`config.mk`:
```
export PLATFORM = sky130hd
export DESIGN_NAME = draw_control_flat
export DESIGN_NICKNAME = d
export VERILOG_FILES = /design/src/rtl/draw_control_if.sv /design/src/rtl/draw_control.sv /design/src/flat_wrapper.sv
export SDC_FILE = /design/constraint.sdc
export NUM_CORES = 1
export LEC_CHECK = 0
export ABC_CLOCK_PERIOD_IN_PS = 2700
export BUFFER_PORTS_ARGS = -buffer_cell sky130_fd_sc_hd__buf_4
export CAP_MARGIN = 20
export CORE_UTILIZATION = 35
export DETAILED_ROUTE_END_ITERATION = 10
export SYNTH_ARGS = -nofsm -noshare
export SYNTH_HDL_FRONTEND = slang
export SYNTH_SLANG_ARGS = --single-unit
```
`constraint.sdc`:
```
create_clock -name clk -period 2.7 [get_ports clk]
set_clock_uncertainty 0.2 [all_clocks]
set_input_delay 0.27 -clock clk [delete_from_list [all_inputs] [get_ports clk]]
set_output_delay 0.27 -clock clk [all_outputs]
set_load 0.005 [all_outputs]
```
`src/rtl/draw_control_if.sv`:
```
// Request and drawer-side signal bundle of draw_control.
// The master modport is the controller; the slave modport is game logic plus the drawer.
interface draw_control_if #(
  parameter int CNT_W = 15
);
  logic             req_board;
  logic             req_result;
  logic [1:0]       result;
  logic             new_game;
  logic [CNT_W-1:0] screenCycle;
  logic             drawBoard;
  logic             drawRWin;
  logic             drawYWin;
  logic             gameTie;
  logic             en_screenCycle;
  logic             plot;
  logic             busy;
  logic             frame_done;

  modport master (
    input  req_board, req_result, result, new_game, screenCycle,
    output drawBoard, drawRWin, drawYWin, gameTie, en_screenCycle, plot, busy, frame_done
  );

  modport slave (
    output req_board, req_result, result, new_game, screenCycle,
    input  drawBoard, drawRWin, drawYWin, gameTie, en_screenCycle, plot, busy, frame_done
  );
endinterface

```
`src/rtl/draw_control.sv`:
```
// Sequencing FSM for the full-screen image drawer: serves board/result redraw requests one frame
// at a time. Optional result-screen hold is enabled with the macro HOLD_RESULT_EN.
module draw_control #(
  parameter int FRAME_PIXELS = 19200,
  parameter int CNT_W        = 15
) (
  input  logic           clk,
  input  logic           resetn,
  draw_control_if.master bus
);
  localparam logic [1:0] IDLE = 2'd0;
  localparam logic [1:0] ARM  = 2'd1;
  localparam logic [1:0] DRAW = 2'd2;
  localparam logic [1:0] DONE = 2'd3;
  // Result codes 01/10/11 double as select codes; 00 (never a valid result) selects the board.
  localparam logic [1:0] SEL_BOARD = 2'b00;
  localparam logic [CNT_W-1:0] LAST_PIXEL = CNT_W'(FRAME_PIXELS - 1);

  logic [1:0] state_q, state_d;
  logic [1:0] sel_q, sel_d;
  logic [1:0] res_q, res_d;
  logic       pend_board_q, pend_board_d;
  logic       pend_res_q, pend_res_d;
  logic       res_req_s;
  logic       hold_eff_s;
  logic       active_s;
  logic       draw_board_q, draw_board_d;
  logic       draw_rwin_q, draw_rwin_d;
  logic       draw_ywin_q, draw_ywin_d;
  logic       game_tie_q, game_tie_d;
  logic       en_screen_cycle_q, en_screen_cycle_d;
  logic       plot_q, plot_d;
  logic       busy_q, busy_d;
  logic       frame_done_q, frame_done_d;

`ifdef HOLD_RESULT_EN
  logic hold_q, hold_d;

  // Hold latches after a completed result frame; new_game releases it.
  always_comb begin
    hold_eff_s = hold_q & ~bus.new_game;
    if ((state_q == DONE) && (sel_q != SEL_BOARD)) begin
      hold_d = 1'b1;
    end else begin
      hold_d = hold_eff_s;
    end
  end

  // Hold register.
  always_ff @(posedge clk or negedge resetn) begin
    if (!resetn) begin
      hold_q <= 1'b0;
    end else begin
      hold_q <= hold_d;
    end
  end
`else
  logic unused_new_game;
  assign unused_new_game = bus.new_game;
  assign hold_eff_s      = 1'b0;
`endif

  // Request latching and frame sequencing; a request in this cycle is visible to IDLE at once.
  always_comb begin
    res_req_s    = bus.req_result & (bus.result != 2'b00);
    res_d        = res_req_s ? bus.result : res_q;
    pend_res_d   = pend_res_q | res_req_s;
    pend_board_d = (pend_board_q | bus.req_board) & ~hold_eff_s;
    state_d      = state_q;
    sel_d        = sel_q;
    case (state_q)
      IDLE: begin
        if (pend_res_d) begin
          state_d    = ARM;
          sel_d      = res_d;
          pend_res_d = 1'b0;
        end else if (pend_board_d) begin
          state_d      = ARM;
          sel_d        = SEL_BOARD;
          pend_board_d = 1'b0;
        end else begin
          state_d = IDLE;
        end
      end
      ARM: begin
        if (bus.screenCycle == {CNT_W{1'b0}}) begin
          state_d = DRAW;
        end else begin
          state_d = ARM;
        end
      end
      DRAW: begin
        if (bus.screenCycle == LAST_PIXEL) begin
          state_d = DONE;
        end else begin
          state_d = DRAW;
        end
      end
      DONE:    state_d = IDLE;
      default: state_d = IDLE;
    endcase
  end

  // Registered outputs are decoded from the next state so they line up with it.
  always_comb begin
    active_s          = (state_d == ARM) | (state_d == DRAW);
    draw_board_d      = active_s & (sel_d == SEL_BOARD);
    draw_rwin_d       = active_s & (sel_d == 2'b01);
    draw_ywin_d       = active_s & (sel_d == 2'b10);
    game_tie_d        = active_s & (sel_d == 2'b11);
    en_screen_cycle_d = (state_d == DRAW);
    plot_d            = (state_d == DRAW);
    busy_d            = (state_d != IDLE);
    frame_done_d      = (state_d == DONE);
  end

  // State, pending requests and output registers.
  always_ff @(posedge clk or negedge resetn) begin
    if (!resetn) begin
      state_q           <= IDLE;
      sel_q             <= SEL_BOARD;
      res_q             <= 2'b00;
      pend_board_q      <= 1'b0;
      pend_res_q        <= 1'b0;
      draw_board_q      <= 1'b0;
      draw_rwin_q       <= 1'b0;
      draw_ywin_q       <= 1'b0;
      game_tie_q        <= 1'b0;
      en_screen_cycle_q <= 1'b0;
      plot_q            <= 1'b0;
      busy_q            <= 1'b0;
      frame_done_q      <= 1'b0;
    end else begin
      state_q           <= state_d;
      sel_q             <= sel_d;
      res_q             <= res_d;
      pend_board_q      <= pend_board_d;
      pend_res_q        <= pend_res_d;
      draw_board_q      <= draw_board_d;
      draw_rwin_q       <= draw_rwin_d;
      draw_ywin_q       <= draw_ywin_d;
      game_tie_q        <= game_tie_d;
      en_screen_cycle_q <= en_screen_cycle_d;
      plot_q            <= plot_d;
      busy_q            <= busy_d;
      frame_done_q      <= frame_done_d;
    end
  end

  assign bus.drawBoard      = draw_board_q;
  assign bus.drawRWin       = draw_rwin_q;
  assign bus.drawYWin       = draw_ywin_q;
  assign bus.gameTie        = game_tie_q;
  assign bus.en_screenCycle = en_screen_cycle_q;
  assign bus.plot           = plot_q;
  assign bus.busy           = busy_q;
  assign bus.frame_done     = frame_done_q;
endmodule
```
`src/flat_wrapper.sv`:
```
// flat-port wrapper written by rule: the top's interface ports become plain ports
module draw_control_flat 
#(
  parameter int FRAME_PIXELS = 19200,
  parameter int CNT_W        = 15
)
  (clk, resetn, bus_req_board, bus_req_result, bus_result, bus_new_game, bus_screenCycle, bus_drawBoard, bus_drawRWin, bus_drawYWin, bus_gameTie, bus_en_screenCycle, bus_plot, bus_busy, bus_frame_done);
  draw_control_if #(.CNT_W(CNT_W)) bus_i ();
  input  logic clk;
  input  logic resetn;
  input wire logic [$bits(bus_i.req_board)-1:0] bus_req_board;
  input wire logic [$bits(bus_i.req_result)-1:0] bus_req_result;
  input wire logic [$bits(bus_i.result)-1:0] bus_result;
  input wire logic [$bits(bus_i.new_game)-1:0] bus_new_game;
  input wire logic [$bits(bus_i.screenCycle)-1:0] bus_screenCycle;
  output wire logic [$bits(bus_i.drawBoard)-1:0] bus_drawBoard;
  output wire logic [$bits(bus_i.drawRWin)-1:0] bus_drawRWin;
  output wire logic [$bits(bus_i.drawYWin)-1:0] bus_drawYWin;
  output wire logic [$bits(bus_i.gameTie)-1:0] bus_gameTie;
  output wire logic [$bits(bus_i.en_screenCycle)-1:0] bus_en_screenCycle;
  output wire logic [$bits(bus_i.plot)-1:0] bus_plot;
  output wire logic [$bits(bus_i.busy)-1:0] bus_busy;
  output wire logic [$bits(bus_i.frame_done)-1:0] bus_frame_done;
  assign bus_i.req_board = bus_req_board;
  assign bus_i.req_result = bus_req_result;
  assign bus_i.result = bus_result;
  assign bus_i.new_game = bus_new_game;
  assign bus_i.screenCycle = bus_screenCycle;
  assign bus_drawBoard = bus_i.drawBoard;
  assign bus_drawRWin = bus_i.drawRWin;
  assign bus_drawYWin = bus_i.drawYWin;
  assign bus_gameTie = bus_i.gameTie;
  assign bus_en_screenCycle = bus_i.en_screenCycle;
  assign bus_plot = bus_i.plot;
  assign bus_busy = bus_i.busy;
  assign bus_frame_done = bus_i.frame_done;
  draw_control #(.FRAME_PIXELS(FRAME_PIXELS), .CNT_W(CNT_W)) u_core (.clk(clk), .resetn(resetn), .bus(bus_i));
endmodule
```
==> impl_metrics.toml, run 1 <==
[status]
outcome = "finished, final reports clean"

[worst_setup_path]
arrival_ns = 2.02
worst_setup_path_end_kind = "register"
critPathMaxFanout = 4
path_cells = "nor4b_1, a41oi_1, o41ai_1, and2_1, ha_1, nor3b_2"
start_kind = "register"
regToRegSetupSlack_ns = 0.64
crit_type = "reg2reg"
critPathBufInv = 0
cp_top_family = "simple AND/OR/NAND/NOR gates"
slowest_delay_ns = 0.41
required_ns = 2.66
cpMaxStageDelayCell = "dfrtp_1"

[synth]
synth.largest_area_cell = "dfrtp_1"
syn_avg_cell_area_um2 = 11.84
synthesis.nets = 83
yosysTopAreaCellShare_pct = 54.64
ys_ff_latch = 15
synthDistinctLibCells = 26
synth.cell_area_um2 = 686.9
synth_cells = 58
ys_warn_count = 0
async_flop_share_pct = 100.0
synth_edf_count = 0
ys.flop_type = "dfrtp_1"
ys_seq_area_share_pct = 54.64
yosys-top-cells-count = "dfrtp_1, nor2_1"
synth.most_common_cell = "dfrtp_1"
synth_area_leaders = "dfrtp_1, ha_1, a32oi_2"

[timing]
hold_viol_final = 0
maxSlewHeadroom_pct = 67.80
rsz0062_at_grt = "no"
setup_viol = 0
tightest_slew_ns = 0.4786
layout_min_cycle_time_ns = 2.058
fin_crit_sh_pct = 76.24
fin_setup_tns_ns = 0
finalMaxSlewViolations = 0
fmax_mhz = 485.8

[placement]
portBuffers = 28
hpwl_mm = 1.056
gp_congestion = 0.7092

[grt]
grt.met3_usage_pct = 2.353
grt_util_met2_pct = 24.72
grtUsageMet1_pct = 19.75
grt_overflow_total = 0
antenna_found_initial = 0
top_usage_layer = "met2"
gr-usage-all-layers_pct = 15.49
grt_max_degree = 16
grt_pass1_vias = 553
grt_pass1_wl_mm = 2.297

[power_and_ir_drop]
ir_drop_v = 0.0003156
comb_power_share_pct = 18.1
fin_total_pwr_mw = 0.4624
power_leakage_nw = 0.4458
p_clk_share_pct = 27.7
switching_share_pct = 24.61
seq_power_share_pct = 54.2
power_density_nw_per_um2 = 482.4
power.internal_mw = 0.3486
switchingPower_mw = 0.1138

[drt]
drt-wirelength-per-cell_um = 11.73
drt_first_pass_iters = 3
vias = 565
drtIter0Drc = 7
finalWirelength_mm = 1.349
vias_per_cell = 4.913
ant_nets = 0
drc = 0

[finish]
fin_nets = 116
drive_gt1_share_pct = 44.44
syn2layout_area_growth_pct = 39.53
n_antenna_cell = 0

[floorplanning]
start_util_pct = 38.53
die_height_um = 46.30
die_area_um2 = 2144
num_rows = 15
coreArea_um2 = 1783
die_w_um = 46.30
ios = 30

[clocking]
numCtsBuffers = 3
clkLatencyLatePin_ns = 0.28
cts_tree = "built"
cts_root_buf = "clkbuf_4"
clockBufferDepth = 2
htreeDepth = 1
cts-resized-gates = 0
clk_pin_slew_ns = 0.09
clock_sinks = 15

[worst_hold_path]
worstHoldPathType = "in2reg"

[run]
drv_cap = 0
[metal layers]
metal | up-vias | wire length [um]
met1 | 272 | 643
met3 | 2 | 65
met2 | 14 | 628
met5 | - | 0
li1 | 277 | -
met4 | 0 | 12
[cell usage in the layout, fill, tap and decap left out, types with 3 or more instances in the layout]
master     n
buf_4     28
clkbuf_4   3
dfrtp_1   15
ha_1       3
inv_1      3
nand2_1    3
nand4_1    3
nor2_1     5
nor4_1     3
[path summary, 6_finish.rpt]
| path | startpoint | to | cells after the start |
|---|---|---|---|
| worst max-delay path | u_core.state_q[0] | u_core.bus.drawRWin | 6 |
| max in group asynchronous | resetn | u_core.bus.en_screenCycle | 2 |
| worst max register to register | u_core.state_q[0] | u_core.bus.drawRWin | 6 |
| min in group asynchronous | resetn | u_core.bus.gameTie | 2 |
| worst min register to register | u_core.res_q[1] | u_core.res_q[1] | 1 |
| worst min-delay path | bus_result[1] | u_core.res_q[1] | 2 |
[registers in the layout (all words and copies together), names as in the netlist]
| name | cells |
|---|---|
| u_core.bus.busy | 1 |
| u_core.sel_q | 2 |
| u_core.bus.drawYWin | 1 |
| u_core.bus.drawRWin | 1 |
| u_core.pend_res_q | 1 |
| u_core.pend_board_q | 1 |
| u_core.bus.gameTie | 1 |
| u_core.bus.frame_done | 1 |
| u_core.state_q | 2 |
| u_core.bus.drawBoard | 1 |
| u_core.res_q | 2 |
| u_core.bus.en_screenCycle | 1 |
[cell type report]
type	instances	area, um2
Timing Repair Buffer	29	220.2
Multi-Input combinational cell	38	289.0
Inverter	4	15.01
Sequential cell	15	375.4
Clock buffer	3	22.52
Tap cell	25	31.28
Fill cell	170	824.5
Clock inverter	1	5.005
[power by group through the flow]
stage / sequential [mW] / combinational, mW / clock [mW]
CTS: 0.251 / 0.0849 / 0.134
detailed placement: 0.255 / 0.0831 / 0
global placement: 0.255 / 0.0828 / 0
global route: 0.253 / 0.0929 / 0.139
floorplan: 0.256 / 0.0297 / 0
finish: 0.250 / 0.0837 / 0.128
[kinds of logic (layout without fill, tap and decap cells)]
family                   count (synthesis)  after routing  synth area share (%)
buffers and inverters                    5             37                 3.278
AND/OR/NAND/NOR                         25             25                 21.31
flip-flops                              15             15                 54.64
AO/OA/AOI/OAI                           10             10                 15.30
adder cells (fa/ha/maj)                  3              3                 5.465
[timing repair]
action                                  in CTS  in global routing
endpoints found under the hold margin       15                  0
endpoints found under the setup margin       0                  0
hold buffers                                 1                  0
buffers inserted                             0                  0
[through the flow]
step / hold slack [ns] / utilization, % / instances / setup slack, ns / instance area (um2)
after floorplan: -0.2256 / - / 58 / 0.8022 / 686.9
after global placement: -0.06611 / 51.65 / 110 / 0.5150 / 920.9
after detailed placement: -0.06476 / 51.65 / 110 / 0.4641 / 920.9
after CTS: 0.05702 / 53.75 / 115 / 0.6473 / 958.4
after global routing: 0.06749 / 53.75 / 115 / 0.4765 / 958.4
final: 0.06755 / 53.75 / 115 / 0.6415 / 958.4
No activity file was read; power rests on OpenSTA's default activity.
==> inputs of run 2 (changes only) <==
--- a/config.mk
+++ b/config.mk
@@ -5,7 +5,7 @@
 export SDC_FILE = /design/constraint.sdc
 export NUM_CORES = 1
 export LEC_CHECK = 0
-export ABC_CLOCK_PERIOD_IN_PS = 2700
+export ABC_CLOCK_PERIOD_IN_PS = 1880
 export BUFFER_PORTS_ARGS = -buffer_cell sky130_fd_sc_hd__buf_4
 export CAP_MARGIN = 20
 export CORE_UTILIZATION = 35
==> constraint.sdc (replaced) <==
create_clock -name clk -period 1.88 [get_ports clk]
set_clock_uncertainty 0.2 [all_clocks]
set_input_delay 0.188 -clock clk [delete_from_list [all_inputs] [get_ports clk]]
set_output_delay 0.188 -clock clk [all_outputs]
set_load 0.005 [all_outputs]
==> run 2 against run 1 <==
  * Non-clock buffer count is 10 higher
  * Sequential cell count stayed put
  * Worst hold slack better by 0.010 ns
  * Power is 48% higher
  * Clock power is 46% higher
  * Core utilization is 7.7 points higher
  * Via count is 8.0% higher
==> impl_metrics.toml, run 2 (same netlist as run 1, synthesis figures left out) <==
[status]
outcome = "finished, final reports clean"

[drt]
drc = 0
drt-wirelength-per-cell_um = 11.83
ant_nets = 0
drt_first_pass_iters = 3
vias = 610
vias_per_cell = 4.880
drtIter0Drc = 8
finalWirelength_mm = 1.479

[grt]
grt_pass1_vias = 627
grt.met3_usage_pct = 2.353
grtUsageMet1_pct = 22.08
grt_overflow_total = 0
grt_util_met2_pct = 27.78
top_usage_layer = "met2"
grt_pass1_wl_mm = 2.587
grt_max_degree = 16
antenna_found_initial = 0
gr-usage-all-layers_pct = 17.17

[finish]
layout_common_cells = "buf_4, dfrtp_1, nor2_1"
syn2layout_area_growth_pct = 59.56
drive_gt1_share_pct = 54.00
top_regs = "u_core.res_q (2), u_core.sel_q (2), u_core.state_q (2)"
fin_nets = 126
n_antenna_cell = 0
final_common_cell = "buf_4"
design_area_um2 = 1096
fin_util_pct = 61.47

[timing]
layout_min_cycle_time_ns = 1.829
finalMaxSlewViolations = 0
hold_viol_final = 0
holdWs_ns = 0.07755
setup_viol = 0
fmax_mhz = 546.7
tightest_slew_ns = 0.4380
fin_crit_sh_pct = 97.29
maxSlewHeadroom_pct = 70.53
fin_setup_tns_ns = 0

[worst_setup_path]
regToRegSetupSlack_ns = 0.08
worst_setup_path_end_kind = "register"
critPathMaxFanout = 4
crit_type = "in2reg"
start_kind = "input pin"
arrival_ns = 1.79
required_ns = 1.84

[worst_hold_path]
worstHoldPathType = "in2async"

[power_and_ir_drop]
power_leakage_nw = 0.5254
fin_total_pwr_mw = 0.6839
power_density_nw_per_um2 = 623.9
ir_drop_v = 0.0004440

[floorplanning]
die_w_um = 46.30
start_util_pct = 38.53
die_height_um = 46.30
ios = 30
num_rows = 15
die_area_um2 = 2144
coreArea_um2 = 1783

[placement]
gp_congestion = 0.7206
hpwl_mm = 1.153
portBuffers = 28
dpl_cell_area_um2 = 988.4

[clocking]
cts_tree = "built"
numCtsBuffers = 3
cts_root_buf = "clkbuf_4"
htreeDepth = 1
clock_sinks = 15
clockBufferDepth = 2
clk_pin_slew_ns = 0.09
clkLatencyLatePin_ns = 0.28

[run]
drv_cap = 0
==> run 2: final cells by class <==
| cell class | count | area (um2) |
|---|---|---|
| multi-input combinational | 38 | 350.3 |
| fill | 153 | 686.9 |
| inverter | 4 | 15.01 |
| timing repair buffer | 39 | 297.8 |
| sequential | 15 | 375.4 |
| tap | 25 | 31.28 |
| clock buffer | 4 | 26.28 |
==> run 2: worst max-delay path, stage by stage <==
cell and delay, ns:
dlygate4sd3_1 0.54, buf_4 0.15, o41ai_4 0.35, and2_4 0.22, ha_4 0.19, nor3b_2 0.15
==> run 2: final timing paths <==
kind                                       endpoint  depth (start not counted)         startpoint
worst min-delay path                u_core.bus.busy                          2             resetn
worst max-delay path             u_core.bus.gameTie                          6      bus_req_board
max in group asynchronous       u_core.bus.drawYWin                          2             resetn
worst min register to register      u_core.res_q[1]                          1    u_core.res_q[1]
min in group clk                    u_core.res_q[1]                          3      bus_result[1]
worst max register to register   u_core.bus.gameTie                          5  u_core.state_q[0]
==> run 2: repair_timing <==
item / 4_1_cts / 5_1_grt
gates resized for setup: 2 / 6
hold buffers: 2 / 0
setup buffers: 0 / 0
endpoints found under the hold margin: 16 / 0
setup endpoints to repair: 4 / 4
pin swaps: 0 / 3
==> run 2: through the flow <==
step | cells | setup slack, ns
floorplan | 58 | 0.04921
global placement | 119 | -0.1209
detailed placement | 119 | -0.1285
CTS | 125 | 0.007980
global route | 125 | -0.004929
finish | 125 | 0.05098
==> run 2: power by group <==
part           leakage [nW]  switching [mW]  total, mW  internal (mW)
Combinational         0.334          0.0555      0.136         0.0803
Clock                0.0150           0.104      0.187         0.0824
Sequential            0.177          0.0102      0.361          0.351
==> run 2: metal layers <==
| metal | routed length, um | part of all wire (%) |
|---|---|---|
| met2 | 676 | 46 |
| met1 | 719 | 49 |
| met3 | 59 | 4.0 |
| met4 | 23 | 1.6 |
| met5 | 0 | 0 |
